===== config.mk =====
export PLATFORM = sky130hd
export DESIGN_NAME = sram_arbiter
export DESIGN_NICKNAME = d
export VERILOG_FILES = /design/src/rtl/sram_arbiter.sv
export SDC_FILE = /design/constraint.sdc
export NUM_CORES = 1
export LEC_CHECK = 0
export ABC_AREA = 1
export CAP_MARGIN = 25
export CORE_ASPECT_RATIO = 0.5
export CORE_MARGIN = 8
export CORE_UTILIZATION = 45
export CTS_CLUSTER_DIAMETER = 40
export DETAILED_ROUTE_END_ITERATION = 7
export PLACE_DENSITY = 0.85
export SETUP_SLACK_MARGIN = 0.15
export SYNTH_ARGS = -nofsm -noshare
export SYNTH_HDL_FRONTEND = slang
export SYNTH_SLANG_ARGS = --single-unit

===== constraint.sdc =====
create_clock -name sysclk -period 2 [get_ports sysclk]
set_input_delay 0.3 -clock sysclk [delete_from_list [all_inputs] [get_ports sysclk]]
set_output_delay 0.3 -clock sysclk [all_outputs]
set_load 0.005 [all_outputs]

===== src/rtl/sram_arbiter.sv =====
// Two-port round-robin arbiter for a single external 8-bit async SRAM.
// Each granted access runs a fixed-length cycle: address/data setup, WE# pulse, hold.
module sram_arbiter #(
   parameter int unsigned ACCESS_CYCLES = 4,
   parameter int unsigned AW            = 21
) (
   input  logic          sysclk,
   input  logic          rst_n,

   input  logic          a_req,
   input  logic          a_we,
   input  logic [AW-1:0] a_addr,
   input  logic [7:0]    a_wdata,
   output logic          a_ack,
   output logic [7:0]    a_rdata,

   input  logic          b_req,
   input  logic          b_we,
   input  logic [AW-1:0] b_addr,
   input  logic [7:0]    b_wdata,
   output logic          b_ack,
   output logic [7:0]    b_rdata,

   output logic [AW-1:0] sram_addr,
   output logic [7:0]    sram_data_o,
   input  logic [7:0]    sram_data_i,
   output logic          sram_data_oe,
   output logic          sram_we_n
);

   localparam int unsigned CW = $clog2(ACCESS_CYCLES);
   localparam logic [CW-1:0] CNT_LAST = CW'(ACCESS_CYCLES - 1);

   typedef enum logic [1:0] {
      IDLE,
      ACCESS,
      DONE
   } state_t;

   state_t        state;
   state_t        state_nxt;
   logic [CW-1:0] cnt;
   logic          grant_b;
   logic          last_grant_b;
   logic          we_lat;

   logic          start;
   logic          grant_nxt_b;
   logic [AW-1:0] sel_addr;
   logic [7:0]    sel_wdata;
   logic          sel_we;

   always_comb begin
      state_nxt   = state;
      start       = 1'b0;
      grant_nxt_b = 1'b0;
      case (state)
         IDLE: begin
            // On contention the port not served last wins.
            if (a_req && b_req) begin
               start       = 1'b1;
               grant_nxt_b = ~last_grant_b;
            end else if (a_req) begin
               start       = 1'b1;
               grant_nxt_b = 1'b0;
            end else if (b_req) begin
               start       = 1'b1;
               grant_nxt_b = 1'b1;
            end
            if (start) begin
               state_nxt = ACCESS;
            end
         end
         ACCESS: begin
            if (cnt == CNT_LAST) begin
               state_nxt = DONE;
            end
         end
         DONE:    state_nxt = IDLE;
         default: state_nxt = IDLE;
      endcase
   end

   always_comb begin
      sel_addr  = grant_nxt_b ? b_addr  : a_addr;
      sel_wdata = grant_nxt_b ? b_wdata : a_wdata;
      sel_we    = grant_nxt_b ? b_we    : a_we;
   end

   // WE# is held off on the first and last access cycles for setup and hold.
   always_comb begin
      sram_data_oe = (state == ACCESS) && we_lat;
      sram_we_n    = ~((state == ACCESS) && we_lat &&
                       (cnt != '0) && (cnt != CNT_LAST));
      a_ack        = (state == DONE) && !grant_b;
      b_ack        = (state == DONE) &&  grant_b;
   end

   always_ff @(posedge sysclk) begin
      if (!rst_n) begin
         state        <= IDLE;
         cnt          <= '0;
         grant_b      <= 1'b0;
         last_grant_b <= 1'b1;
         we_lat       <= 1'b0;
         sram_addr    <= '0;
         sram_data_o  <= '0;
         a_rdata      <= '0;
         b_rdata      <= '0;
      end else begin
         state <= state_nxt;
         if (start) begin
            grant_b      <= grant_nxt_b;
            last_grant_b <= grant_nxt_b;
            cnt          <= '0;
            we_lat       <= sel_we;
            sram_addr    <= sel_addr;
            sram_data_o  <= sel_wdata;
         end
         if (state == ACCESS) begin
            cnt <= cnt + CW'(1);
            if ((cnt == CNT_LAST) && !we_lat) begin
               if (grant_b) begin
                  b_rdata <= sram_data_i;
               end else begin
                  a_rdata <= sram_data_i;
               end
            end
         end
      end
   end

   a_one_ack: assert property (@(posedge sysclk) disable iff (!rst_n)
      !(a_ack && b_ack));

   a_we_with_oe: assert property (@(posedge sysclk) disable iff (!rst_n)
      !sram_we_n |-> sram_data_oe);

endmodule


; Word-level counts from Yosys, hierarchy flattened
; Cells that the tools add are included.
[word_totals]
word_cells = 50
reg_bits = 52
output_inout_bits = 49
[op_classes]
bitwise_logic = 3
n_addsub = 1
mux = 16
n_eq_ne = 6
n_reduce_logical = 15
[ops]
columns = operator, count
row1 = $mux W21, 1
row2 = $mux W1, 9
row3 = $mux W2, 4
row4 = $mux W8, 1
row5 = $logic_and A1 B1 Y1, 7
row6 = $reduce_and A3 Y1, 2
row7 = $eq A2 B2 Y1 const B, 2
row8 = $ne A2 B2 Y1 const B, 2
row9 = $pmux W2 S2, 1
row10 = $reduce_bool A2 Y1, 2
row11 = $not A1 Y1, 3
row12 = $add A2 B1 Y2 const B, 1
row13 = $eq A2 B1 Y1 const B, 1
row14 = $logic_not A1 Y1, 2
row15 = $logic_not A2 Y1, 1
row16 = $ne A2 B1 Y1 const B, 1
row17 = $reduce_and A2 Y1, 1

; Depth between registers and ports, before layout
; Gate-level depths: netlist (run 1).
[logic_depth]
ltp_word = 7
depth_mapped = 7

; Worst setup path after synthesis (run 1)
; No wires, ideal clock.
[synth_path]
kind = register to register
start = register cnt[0]
end = register a_rdata[0]
setup_slack_ps = 768
arrival_ps = 1118
period_less_slack_ps = 1232
path_stages_with_launch = 7
setup_ps = 114
cell_sequence = dfxtp_1 ha_1 inv_1 nor2_1 nand2_2 o21bai_1 nor2_1
[synth_between]
elab_chain_len = 3
[synth_rtl]
columns = item, line_no
row1 = start: declaration, 42  ; logic [CW-1:0] cnt;
row2 = start signal: assignment, 121  ; cnt <= cnt + CW'(1);
row3 = $eq A2 B2 Y1, 122  ; if ((cnt == CNT_LAST) && !we_lat) begin
row4 = $logic_and A1 B1 Y1, 122
row5 = $reduce_and A3 Y1 (no source line), -
row6 = end signal: assignment, 126  ; a_rdata <= sram_data_i;
row7 = end: declaration, 15  ; output logic [7:0] a_rdata,
; Every way passes these cells.
; A chain may end at the register's enable or synchronous reset.

; Worst setup path after layout (run 1)
[layout_path]
start = register state[1]
end = output port sram_data_oe
[layout_between]
elab_chain_len = 2
[layout_rtl]
columns = item, line_no
row1 = start: declaration, 40  ; state_t state;
row2 = start signal: assignment, 111  ; state <= state_nxt;
row3 = $eq A2 B1 Y1, 92  ; sram_data_oe = (state == ACCESS) && we_lat;
row4 = $logic_and A1 B1 Y1, 92
row5 = end: declaration, 27  ; output logic sram_data_oe,
; Every way passes these cells.

==> flow_summary.toml, run 1 <==
[global_routing]
grt_max_degree = 31
antenna_found_initial = 0
grt_usage_pct = 18.1
grt_pass1_wl_um = 13600
grt_overflow = 0
grt_pass1_vias = 2690

[timing]
relSlewSlack_pct = 75.6
skew_ns = 0.00333
hold_viol_final = 0
tns_ns = 0
drv_slew = 0
rsz0062_at_grt = "no"
tightest_slew_ns = 0.364
finalSetupViolCount = 0
fmax_ghz = 0.564
fin_crit_ns = 1.77
post-route-period-util_pct = 88.7
fin_hold_ws_ns = 0.457

[yosys]
synthArstFlopShare_pct = 0
yosysWarningCount = 0
netlist_top_cells_count = "67 x nand2_1, 65 x inv_1, 52 x dfxtp_1"
syn_area_um2 = 2780
yosysSeqAreaShare_pct = 37.5
netlist_top_cells_area = "dfxtp_1 37%, nand3_2 12%, nand2_1 9.1%"
synth_area_leader_cell = "dfxtp_1"
synth-main-ff-cell = "dfxtp_1"
synthDistinctLibCells = 29
synth_seq_cells = 52
synth-edff-count = 0
syn_nets = 447
synthCells = 373
synthMostInstantiatedCell = "nand2_1"
synth.avg_cell_area_um2 = 7.44
synth.top_cell.area_share_pct = 37.5

[cts]
numCtsBuffers = 5
ctsRootBufferMaster = "clkbuf_16"
clk_path_buf_depth = 2
clk_latency_ns = 0.29
cts-htree-levels = 2
path_clk_slew_ns = 0.07
holdBufCountCts = 0
clock_sinks = 52
post-cts-setup-buffers = 0
cts_tree = "built"

[critical_path]
path_class = "flip-flop to output port"
worstPathRequired_ns = 1.70
arrival_ns = 1.47
start_kind = "flip-flop"
worstSetupEndpointType = "output port"
worst-path-max-fanout = 5

[detailed_routing]
drt_iter0_drc = 199
drc = 0
top_layer = "met4"
vias = 2741
ant_nets = 0
wl_met3_um = 356
vias_per_cell = 4.84
drt-wirelength-per-cell_um = 14.9
wl_met1_um = 3530
wl_um = 8410
wl_met2_um = 4420
dr.pass1.iters = 4

[pwr]
power_leakage_uw = 0.00185
power_density_nw_per_um2 = 663
irDropWorstVdd_mv = 0.411

[place]
placedCellCount = 558
gp_congestion = 0.805
dp_hpwl_um = 6240
portBuffers = 120

[floorplanning]
start_util_pct = 46.2
dieArea_um2 = 9090
die_h_um = 71.5
num_io_pins = 121
die-width_um = 127
num_rows = 20
coreArea_um2 = 6010

[outcome]
run_status = "finished clean"

[cells_and_area]
syn_to_final_growth_pct = 50.1
final_core_util_pct = 69.4
fin_nets = 562
post_route_cells_drive_above_1_share_pct = 14.1
n_antenna_cell = 0
fin_cells = 566

[worst_hold_path]
hold_class = "flip-flop to flip-flop"

[flow_run]
drv_cap = 0
[logic make-up (layout without fill, tap and decap cells)]
family / count (synthesis) / count (layout) / share of synthesized area [%]
fa+ha+maj: 2 / 2 / 0.901
buf+inv: 93 / 209 / 16.2
simple gates: 174 / 174 / 34.8
flops: 52 / 52 / 37.5
compound gates: 52 / 52 / 10.6
[worst max-delay path: stages (launching register included)]
cell             delay (ns)
dfxtp_4                0.37
inv_1                  0.09
nand2_2                0.12
nor2_4                 0.11
clkdlybuf4s50_1        0.51
[registers in the layout, summed over array words and instances, names as in the netlist]
register / count
a_rdata: 8
state: 2
we_lat: 1
sram_addr: 21
b_rdata: 8
grant_b: 1
sram_data_o: 8
last_grant_b: 1
cnt: 2
[metal layers]
metal | global-route usage, % | vias up
li1 | - | 1416
met1 | 21.0 | 1270
met5 | 0 | -
met4 | 4.44 | 0
met3 | 4.29 | 6
met2 | 33.0 | 49
[final cells by class]
cell class | count | area (µm²)
clock buffers | 5 | 125
clock inverters | 3 | 27.5
fillers | 461 | 1840
inverters | 69 | 272
multi-input cells | 228 | 1290
flip-flops and latches | 52 | 1050
well taps | 77 | 96.3
repair buffers | 132 | 1300
[cells in the final DEF, fill, tap and decap left out, types with 3 or more instances in the layout]
master           count
dfxtp_2              3
o21ai_1              8
nand2_1             67
clkdlybuf4s50_1    120
a21oi_1             33
nor2_1              34
clkbuf_16            5
o21bai_1             8
nand3_2             32
buf_4               11
nand4_1             30
dfxtp_1             48
inv_1               65
[worst paths after layout]
path / from / end / slack (ns) / cells past startpoint
hold reg to reg: cnt[0] / cnt[0] / 0.46 / 1
setup reg to reg: cnt[0] / a_rdata[3] / 0.56 / 7
setup / recovery: state[1] / sram_data_oe / 0.23 / 4
hold / removal: cnt[0] / cnt[0] / 0.46 / 1
[power breakdown]
group / switching [µW] / leakage [µW] / total (µW) / internal (µW)
clock: 406 / 0.0000719 / 881 / 475
sequential: 45.9 / 0.000429 / 1160 / 1110
combinational: 343 / 0.00135 / 724 / 381
total: 794 / 0.00185 / 2760 / 1970
[through the flow]
step	worst slack, ns	cell area (µm²)	power (µW)
6_report	0.226	4170	2760
5_1_grt	0.151	4170	2900
4_1_cts	0.162	4150	2780
3_5_place_dp	0.247	4000	1900
3_3_place_gp	0.297	4000	1880
2_1_floorplan	0.768	2780	1560
[repair_timing]
item / in CTS / in global routing
setup endpoints to repair: 3 / 3
cloned: 0 / 0
gates resized for setup: 2 / 5
Note: power is estimated with default switching activity, not from simulation.
==> inputs of run 2 (changes only) <==
CTS_CLUSTER_SIZE = 40   (was default)
==> results of run 2 <==
Same layout as run 1: the final DEF is identical, and so are final timing and power.
